[src/rtl/ctrl_encode_def.sv]
// ctrl_encode_def: shared control encodings for next-PC selection
package ctrl_encode_def;
    typedef enum logic [1:0] {
        NPC_PLUS4    = 2'd0,
        NPC_BRANCH   = 2'd1,
        NPC_JUMP_IMM = 2'd2,
        NPC_JUMP_REG = 2'd3
    } npc_op_t;
endpackage

[src/rtl/pc_ras.sv]
// pc_ras: circular return-address stack; a push when full overwrites the oldest entry
module pc_ras #(
    parameter int WIDTH     = 32,
    parameter int RAS_DEPTH = 4
) (
    input  logic             clk,
    input  logic             rst,
    input  logic             push,
    input  logic             pop,
    input  logic [WIDTH-1:0] din,
    output logic [WIDTH-1:0] top,
    output logic             valid
);
    localparam int PW = $clog2(RAS_DEPTH);
    localparam logic [PW:0] FULL = RAS_DEPTH[PW:0];
    logic [WIDTH-1:0] mem [RAS_DEPTH];
    logic [PW-1:0] sp;
    logic [PW:0] count;
    logic [PW-1:0] top_idx;
    logic replace;
    assign top_idx = sp - 1'b1;
    assign valid   = count != '0;
    assign top     = mem[top_idx];
    assign replace = push && pop && valid;
    always_ff @(posedge clk) begin
        if (replace)
            mem[top_idx] <= din;
        else if (push)
            mem[sp] <= din;
    end
    always_ff @(posedge clk or posedge rst) begin
        if (rst) begin
            sp    <= '0;
            count <= '0;
        end else if (push && !replace) begin
            sp    <= sp + 1'b1;
            count <= count == FULL ? count : count + 1'b1;
        end else if (pop && !push && valid) begin
            sp    <= top_idx;
            count <= count - 1'b1;
        end
    end
endmodule

[src/rtl/pc_gen.sv]
// pc_gen: program counter with branch/jump targets, exception entry/return and a return-address stack
module pc_gen
    import ctrl_encode_def::*;
#(
    parameter int               WIDTH     = 32,
    parameter int               RAS_DEPTH = 4,
    parameter logic [WIDTH-1:0] RESET_PC  = 32'h0000_3000,
    parameter logic [WIDTH-1:0] EXC_VEC   = 32'h0000_4180
) (
    input  logic             clk,
    input  logic             rst,
    input  logic             stall,
    input  logic [1:0]       npc_op,
    input  logic [WIDTH-1:0] id_pc,
    input  logic [15:0]      id_imm16,
    input  logic [25:0]      id_imm26,
    input  logic [WIDTH-1:0] addr,
    input  logic             is_call,
    input  logic             is_ret,
    input  logic             exc,
    input  logic             eret,
    output logic [WIDTH-1:0] pc,
    output logic [WIDTH-1:0] npc,
    output logic [WIDTH-1:0] epc,
    output logic             exc_taken,
    output logic             misalign,
    output logic [WIDTH-1:0] ras_top,
    output logic             ras_valid
);
    logic [WIDTH-1:0] id_plus4, br_tgt, jimm_tgt, target;
    logic exc_entry;
    npc_op_t op;
    assign op        = npc_op_t'(npc_op);
    assign id_plus4  = id_pc + WIDTH'(4);
    assign br_tgt    = id_plus4 + {{(WIDTH-18){id_imm16[15]}}, id_imm16, 2'b00};
    assign jimm_tgt  = {id_plus4[WIDTH-1:28], id_imm26, 2'b00};
    assign misalign  = op == NPC_JUMP_REG && addr[1:0] != 2'b00;
    assign exc_entry = exc || misalign;
    always_comb begin
        target = op == NPC_BRANCH   ? br_tgt :
                 op == NPC_JUMP_IMM ? jimm_tgt :
                 op == NPC_JUMP_REG ? addr : pc + WIDTH'(4);
        npc    = exc_entry ? EXC_VEC : eret ? epc : stall ? pc : target;
    end
    always_ff @(posedge clk or posedge rst) begin
        if (rst) begin
            pc        <= RESET_PC;
            epc       <= '0;
            exc_taken <= 1'b0;
        end else begin
            pc        <= npc;
            epc       <= exc_entry ? id_pc : epc;
            exc_taken <= exc_entry;
        end
    end
    pc_ras #(.WIDTH(WIDTH), .RAS_DEPTH(RAS_DEPTH)) u_ras (
        .clk  (clk),
        .rst  (rst),
        .push (is_call && !stall && !exc_entry),
        .pop  (is_ret && !stall && !exc_entry),
        .din  (id_plus4),
        .top  (ras_top),
        .valid(ras_valid)
    );
endmodule

[config.mk]
export PLATFORM = sky130hd
export DESIGN_NAME = pc_gen
export DESIGN_NICKNAME = d
export VERILOG_FILES = /design/src/rtl/ctrl_encode_def.sv /design/src/rtl/pc_ras.sv /design/src/rtl/pc_gen.sv
export SDC_FILE = /design/constraint.sdc
export NUM_CORES = 1
export LEC_CHECK = 0
export BUFFER_PORTS_ARGS = -buffer_cell sky130_fd_sc_hd__buf_2
export CAP_MARGIN = 20
export CORE_MARGIN = 2
export CORE_UTILIZATION = 25
export CTS_BUF_LIST = sky130_fd_sc_hd__clkbuf_8
export CTS_CLUSTER_SIZE = 16
export DETAILED_ROUTE_END_ITERATION = 10
export PLACE_DENSITY = 0.48
export SLEW_MARGIN = 10
export SYNTH_ARGS = -nofsm -noshare
export SYNTH_HDL_FRONTEND = slang
export SYNTH_SLANG_ARGS = --single-unit
[constraint.sdc]
create_clock -name clk -period 4.9 [get_ports clk]
set_clock_uncertainty 0.1 [all_clocks]
set_input_delay 0.98 -clock clk [delete_from_list [all_inputs] [get_ports clk]]
set_output_delay 0.98 -clock clk [all_outputs]
set_load 0.05 [all_outputs]
==> out/metrics.yaml, run 1 <==
syn_area_per_cell_sq_um: 11.27
grt_max_degree: 48
crit_fanout: 6
cts_root_buf: "clkbuf_8"
p_sw_share_pct: 43.37
grt_pass1_vias: 9881
die_h_microns: 217.1
drt-initial-drc-count: 560
fin_crit_sh_pct: 109.2
critical_path_buf_inv_count: 2
drc_errors: 0
avgViaCountPerCell: 4.742
synth_simple_gate_area_share_pct: 14.22
r2r_slack_ps: 2030
fin_util_pct: 37.08
crit_path_top_delay_cell: "or3_1"
area_growth_pct: 47.22
cts.sinks: 198
clock_path_buffers: 2
power_frac_comb_pct: 44.9
cp_common_cell: "and3_4"
io_buffers: 245
fin_ws_ps: -451.2
final_common_cell: "buf_2"
leakagePower_nw: 6.932
relSlewSlack_pct: 42.01
cts_hold_buf: 0
num_rows: 78
grt.overflow.total: 0
netlist_instances: 1008
p_seq_share_pct: 36.1
synth_nets: 1164
synth_area_sq_um: 11360
antenna_found_initial: 6
synth_mux_area_share_pct: 11.13
drive_gt1_share_pct: 50.03
die-area_sq_um: 47150
rr_worst_depth: 8
crit_type: "input pin to primary output"
fin_crit_ps: 5351
placed_cell_area_sq_um: 15080
design_area_sq_um: 16720
ys_seq_area_share_pct: 49.29
crit_chain: "buf_6 > and3_4 > and3_4 > nand2_4 > nor3_4 > nand4_1 > xnor2_2 > ha_4 > and4_4 > a221oi_4 > nand3_4 > o211ai_1 > a21oi_1 > or3_1 > a21oi_2 > o22ai_4 > buf_8"
final_hold_viol_count: 0
ios: 246
start_kind: "input pin"
cpPeakStageDelay_ps: 400
hold_path_class: "input pin to asynchronous set/reset pin"
synth_edf_count: 128
dpl.hpwl_mm: 31.87
die_w_microns: 217.1
synth_compound_area_share_pct: 11.81
worstSkewPairLatency_ps: 520
synth.distinct_cells: 78
htree_levels: 4
grt_first_pass_wirelength_mm: 62.56
synth_fa_ha_area_share_pct: 4.649
layout.nets: 1594
setup_viol: 17
slew_violations: 0
crit_path_end_kind: "primary output"
synthXorXnorAreaFrac_pct: 6.302
via_count: 9741
status: "complete, but fails checks"
grt_use_total_pct: 17.71
drt_pass1_iterations: 4
yosys_warnings: 0
antenna_left: 0
path_clk_slew_ps: 110
final_cell_mix: "buf_2, buf_4, nand2_1, edfxtp_1, dfrtp_1"
pre_cts_ws_ps: -689.8
start_util_pct: 25.19
violations: "negative setup slack"
synth_ff_type: "edfxtp_1"
timing.rr.end: "pc[24]"
rsz0062_at_grt: "yes"
cp.required_ps: 3820
ys_seq_elements: 198
globalplace.congestion: 0.8740
wl_mm: 41.18
switchingPower_mw: 2.506
routedWlPerCell_microns: 20.05
worstMarginPinSlew_ps: 866.7
design.core.area_sq_um: 45090
max_freq_ghz: 0.1869
max_cap_viol_count: 0
internal_power_mw: 3.273
synthArstFlopShare_pct: 35.35
cp_top_family: "simple AND/OR/NAND/NOR gates"
cts_tree: "done"
p_per_area_nw_per_um2: 345.7
reg2reg_from: "pc[3]"
numCtsBuffers: 17
pwr-share-clk_pct: 19.1
ir_worst_vdd_mv: 0.1915
worstPathArrival_ps: 4270
synth_top_family_by_area: "simple AND/OR/NAND/NOR gates"
-- synth_stat cells (3+ instances only) --
library cell    n  area [sq um]
inv_1          30         112.6
mux2i_1        25         250.2
buf_2           5         25.02
and2_1          5         31.28
and4_1          4         35.03
o22ai_1         5         31.28
xor2_1         25         219.0
or2_2           4         25.02
dfrtp_1        68          1702
o21ai_0        40         200.2
nand2_1       152         570.6
a221oi_1        6         52.55
ha_1           39         488.0
and3_1         19         118.9
a32oi_1         3         26.28
o21bai_1        6         45.04
o21a_1          3         22.52
or3_1           6         37.54
a22oi_1         3         22.52
clkbuf_1       31         116.4
a31oi_1         4         25.02
a21o_1          9         67.56
edfxtp_1      128          3844
a2111oi_0       7         61.31
mux2_2          6         67.56
o211ai_1        7         52.55
o31ai_1         6         45.04
a211oi_1        9         67.56
nor2b_1         4         25.02
nand3_1        28         140.1
o221ai_1        5         43.79
a21oi_1        62         310.3
nor2_1         65         244.0
nor3_1         17         85.08
nand4_1        11         68.82
buf_1          11         41.29
mux4_2         42         945.9
o21ai_1         3         15.01
xnor2_1        53         464.2
-- worst register-to-register path: stages, from the launching register on --
cell and delay (ps):
dfrtp_1 460, ha_1 300, inv_1 110, nor3_4 370, nand4_4 260, or3_1 370
a32oi_1 240, a21boi_0 130, a311oi_2 420
-- power groups by stage --
stage | Combinational [mW] | Sequential, mW | Clock (mW)
global route | 2.75 | 2.11 | 1.20
CTS | 2.53 | 2.09 | 1.15
finish | 2.59 | 2.09 | 1.10
floorplan | 1.56 | 2.20 | 0
detailed placement | 2.44 | 2.12 | 0
global placement | 2.44 | 2.12 | 0
-- timing repair --
action | 4_1_cts | 5_1_grt
pin swaps | 55 | 68
gates resized for setup | 102 | 103
cloned | 0 | 0
buffers inserted | 11 | 23
endpoints found under the hold margin | 0 | 0
setup endpoints to repair | 24 | 26
-- routing by layer --
metal / global-route usage, % / vias to the layer above / wire length [microns]
met4: 4.635 / 2 / 756
met2: 27.63 / 252 / 18990
met3: 3.284 / 40 / 1722
li1: - / 4608 / -
met1: 25.24 / 4839 / 19700
met5: 0 / - / 13
-- flip-flops by register name, summed over array words and instances, names as in the netlist --
| name | count |
|---|---|
| epc | 32 |
| exc_taken | 1 |
| pc | 32 |
| u_ras.count | 3 |
| u_ras.mem | 128 |
| u_ras.sp | 2 |
-- cells by family (layout without fill, tap and decap cells) --
group / count (synthesis) / after routing
mux: 73 / 73
compound gates: 203 / 203
simple gates: 336 / 336
buf+inv: 77 / 520
flops: 198 / 198
xor+xnor: 80 / 80
other cells: 0 / 3
fa+ha+maj: 41 / 41
-- per-stage QoR --
stage / instances / hold WS (ps) / TNS, ps / total power [mW]
after floorplan: 1008 / 374.8 / -1071 / 3.760
after global placement: 1987 / 387.1 / -9441 / 4.560
after detailed placement: 1987 / 389.6 / -9652 / 4.568
after CTS: 2028 / 323.2 / -5067 / 5.765
after global routing: 2052 / 344.7 / -7884 / 6.069
final: 2054 / 358.0 / -5171 / 5.779
-- worst max path at each step --
stage,start,end,cells past startpoint
after floorplan,id_pc[5],npc[24],15
after global routing,id_pc[6],npc[31],17
final,id_pc[6],npc[31],17
after CTS,id_pc[6],npc[31],17
after detailed placement,id_pc[5],npc[31],17
after global placement,id_pc[5],npc[29],18
-- cell type report --
| type | count | area [sq um] |
|---|---|---|
| clock inverters | 15 | 163.9 |
| clock buffers | 17 | 234.0 |
| inverters | 30 | 112.6 |
| multi-input cells | 733 | 6695 |
| diodes | 3 | 7.507 |
| flip-flops and latches | 198 | 5599 |
| well taps | 600 | 750.7 |
| repair buffers | 458 | 3157 |
| fillers | 4542 | 28370 |
Note: power is estimated with default switching activity, not from simulation.
==> inputs of run 2 (changes only) <==
- PLACE_DENSITY: 0.48 -> 0.47
- clock period: 4.9 -> 6.8 ns (I/O delays scaled with it)
==> out/metrics.yaml, run 2 (synthesis results as in run 1) <==
status: "completed"
design.core.area_sq_um: 45090  # unchanged
cpPeakStageDelay_ps: 410  # about the same
layout.nets: 1437  # -9.8%
p_seq_share_pct: 37.0  # +0.9 points
finalPower_mw: 3.935  # -32%
path_clk_slew_ps: 120  # about the same
worstMarginPinSlew_ps: 720.0  # -146.7 ps
slew_violations: 0  # unchanged
max_cap_viol_count: 0  # unchanged
ios: 246  # unchanged
leakagePower_nw: 5.860  # -15%
drt-initial-drc-count: 702  # +25%
grt.overflow.total: 0  # unchanged
num_rows: 78  # unchanged
regMostFlops: "u_ras.mem"
pwr-share-clk_pct: 20.5  # +1.4 points
cts_root_buf: "clkbuf_8"
via_count: 9150  # -6.1%
routedWlPerCell_microns: 21.02  # +4.8%
final_hold_viol_count: 0  # unchanged
tns_ps: 0  # +5171 ps
worstPathArrival_ps: 5110  # +840 ps
globalplace.congestion: 0.8727  # -0.15%
area_growth_pct: 24.84
crit_chain: "buf_2 > and3_4 > and3_1 > nand2_1 > nor3_1 > buf_4 > nand3_1 > xnor2_1 > ha_1 > buf_4 > nand4_1 > nor2_1 > o2111ai_1 > nand3_2 > buf_4 > o211ai_1 > a21oi_1 > or3_1 > a21oi_2 > o22ai_2 > buf_6"
worstSkewPairLatency_ps: 520  # about the same
start_kind: "input pin"
rr_worst_depth: 7  # -1
dpl.hpwl_mm: 30.48  # -4.4%
crit_fanout: 5  # -1
crit_path_end_kind: "primary output"
largest_reg_flops: 128  # unchanged
crit_type: "input pin to primary output"
htree_levels: 4  # unchanged
drc_errors: 0  # unchanged
clock_path_buffers: 2  # unchanged
grt_max_degree: 71  # +48%
drt_pass1_iterations: 5  # +1
critical_path_buf_inv_count: 5  # +3
grt_use_total_pct: 17.03  # -0.68 points
crit_path_end: "npc[31]"
numCtsBuffers: 17  # unchanged
internal_power_mw: 2.216  # -32%
start_util_pct: 25.19  # unchanged
avgViaCountPerCell: 4.813  # +1.5%
drive_gt1_share_pct: 33.38  # -17 points
io_buffers: 245  # unchanged
cp_common_cell: "buf_4"
top_regs: "u_ras.mem (128), epc (32), pc (32)"
grt_first_pass_wirelength_mm: 60.11  # -3.9%
switchingPower_mw: 1.719  # -31%
antenna_left: 0  # unchanged
relSlewSlack_pct: 51.95  # +9.9 points
fin_crit_ps: 6573
crit_start: "id_pc[5]"
cp.required_ps: 5340  # +1520 ps
crit_path_top_delay_cell: "or3_1"
cts.sinks: 198  # unchanged
cp_top_family: "simple AND/OR/NAND/NOR gates"
max_freq_ghz: 0.1521
wl_mm: 39.95  # -3.0%
ir_worst_vdd_mv: 0.1078  # -44%
path_depth: 21  # +4
hold_path_class: "register to register"
die-area_sq_um: 47150  # unchanged
die_h_microns: 217.1  # unchanged
fin_crit_sh_pct: 96.67
final_common_cell: "buf_2"
antenna_found_initial: 9  # +3
p_sw_share_pct: 43.69  # +0.32 points
cts_hold_buf: 0  # unchanged
die_w_microns: 217.1  # unchanged
timing.rr.end: "u_ras.mem[0][4]"
cts_tree: "done"
setup_viol: 0  # -17
reg2reg_from: "u_ras.count[0]"
final_cell_mix: "buf_2, nand2_1, edfxtp_1, dfrtp_1, nor2_1"
power_frac_comb_pct: 42.5  # -2.4 points
grt_pass1_vias: 9366  # -5.2%
p_per_area_nw_per_um2: 277.5  # -20%
r2r_slack_ps: 3770  # +1740 ps
run 2: cell types whose count changed in the layout (fill, tap and decap cells not counted), moves of 14 or more:
| cell | delta |
|---|---|
| a21oi_1 | +19 |
| a21oi_2 | -16 |
| buf_2 | +23 |
| buf_4 | -141 |
| buf_6 | -32 |
| ha_1 | +18 |
| ha_4 | -14 |
| xnor2_1 | +14 |
run 2: per-stage QoR:
step | instances | worst slack (ps) | util, % | hold slack (ps) | instance area (sq um)
2_1_floorplan | 1008 | 67.47 | - | 374.8 | 11360
3_3_place_gp | 1860 | -24.09 | 30.18 | 380.3 | 13610
3_5_place_dp | 1860 | -114.6 | 30.18 | 381.5 | 13610
4_1_cts | 1892 | 17.17 | 31.10 | 407.6 | 14020
5_1_grt | 1901 | -4.083 | 31.45 | 437.1 | 14180
6_report | 1901 | 226.6 | 31.45 | 406.8 | 14180
run 2: worst reg2reg max path: stages, from the launching register on:
cell,delay [ps]
dfrtp_1,450
or3_1,400
nand2_1,160
nand3_1,200
ha_1,430
nand3_1,140
nor2_2,570
buf_12,270
run 2: layout make-up:
| cell class | instances | area [sq um] |
|---|---|---|
| Antenna cell | 7 | 17.52 |
| Clock buffer | 19 | 261.5 |
| Clock inverter | 13 | 142.6 |
| Fill cell | 4714 | 30910 |
| Inverter | 30 | 112.6 |
| Multi-Input combinational cell | 733 | 5584 |
| Sequential cell | 198 | 5599 |
| Tap cell | 600 | 750.7 |
| Timing Repair Buffer | 301 | 1710 |
run 2: worst min path at each step:
stage	start	endpoint	slack, ps	cells after the start
6_report	epc[20]	epc[20]	410	2
5_1_grt	epc[20]	epc[20]	440	2
4_1_cts	epc[8]	epc[8]	410	2
3_5_place_dp	epc[20]	epc[20]	380	2
3_3_place_gp	epc[21]	epc[21]	380	2
2_1_floorplan	u_ras.count[2]	u_ras.count[2]	370	1
run 2: what timing repair did:
action / in CTS / in global routing
setup endpoints to repair: 2 / 13
setup buffers: 0 / 1
gates resized for setup: 3 / 26
pin swaps: 0 / 6
run 2: power groups by stage:
stage / Clock, mW / Combinational, mW / Sequential, mW
floorplan: 0 / 1.09 / 1.58
CTS: 0.836 / 1.69 / 1.46
global route: 0.877 / 1.79 / 1.47
global placement: 0 / 1.68 / 1.48
finish: 0.808 / 1.67 / 1.45
detailed placement: 0 / 1.69 / 1.48
run 2: layer usage:
layer / part of all wire [%] / GRT usage (%)
met2: 47 / 27.05
met4: 1.7 / 5.274
met5: 0.033 / 0
met3: 4.2 / 2.390
met1: 48 / 24.01
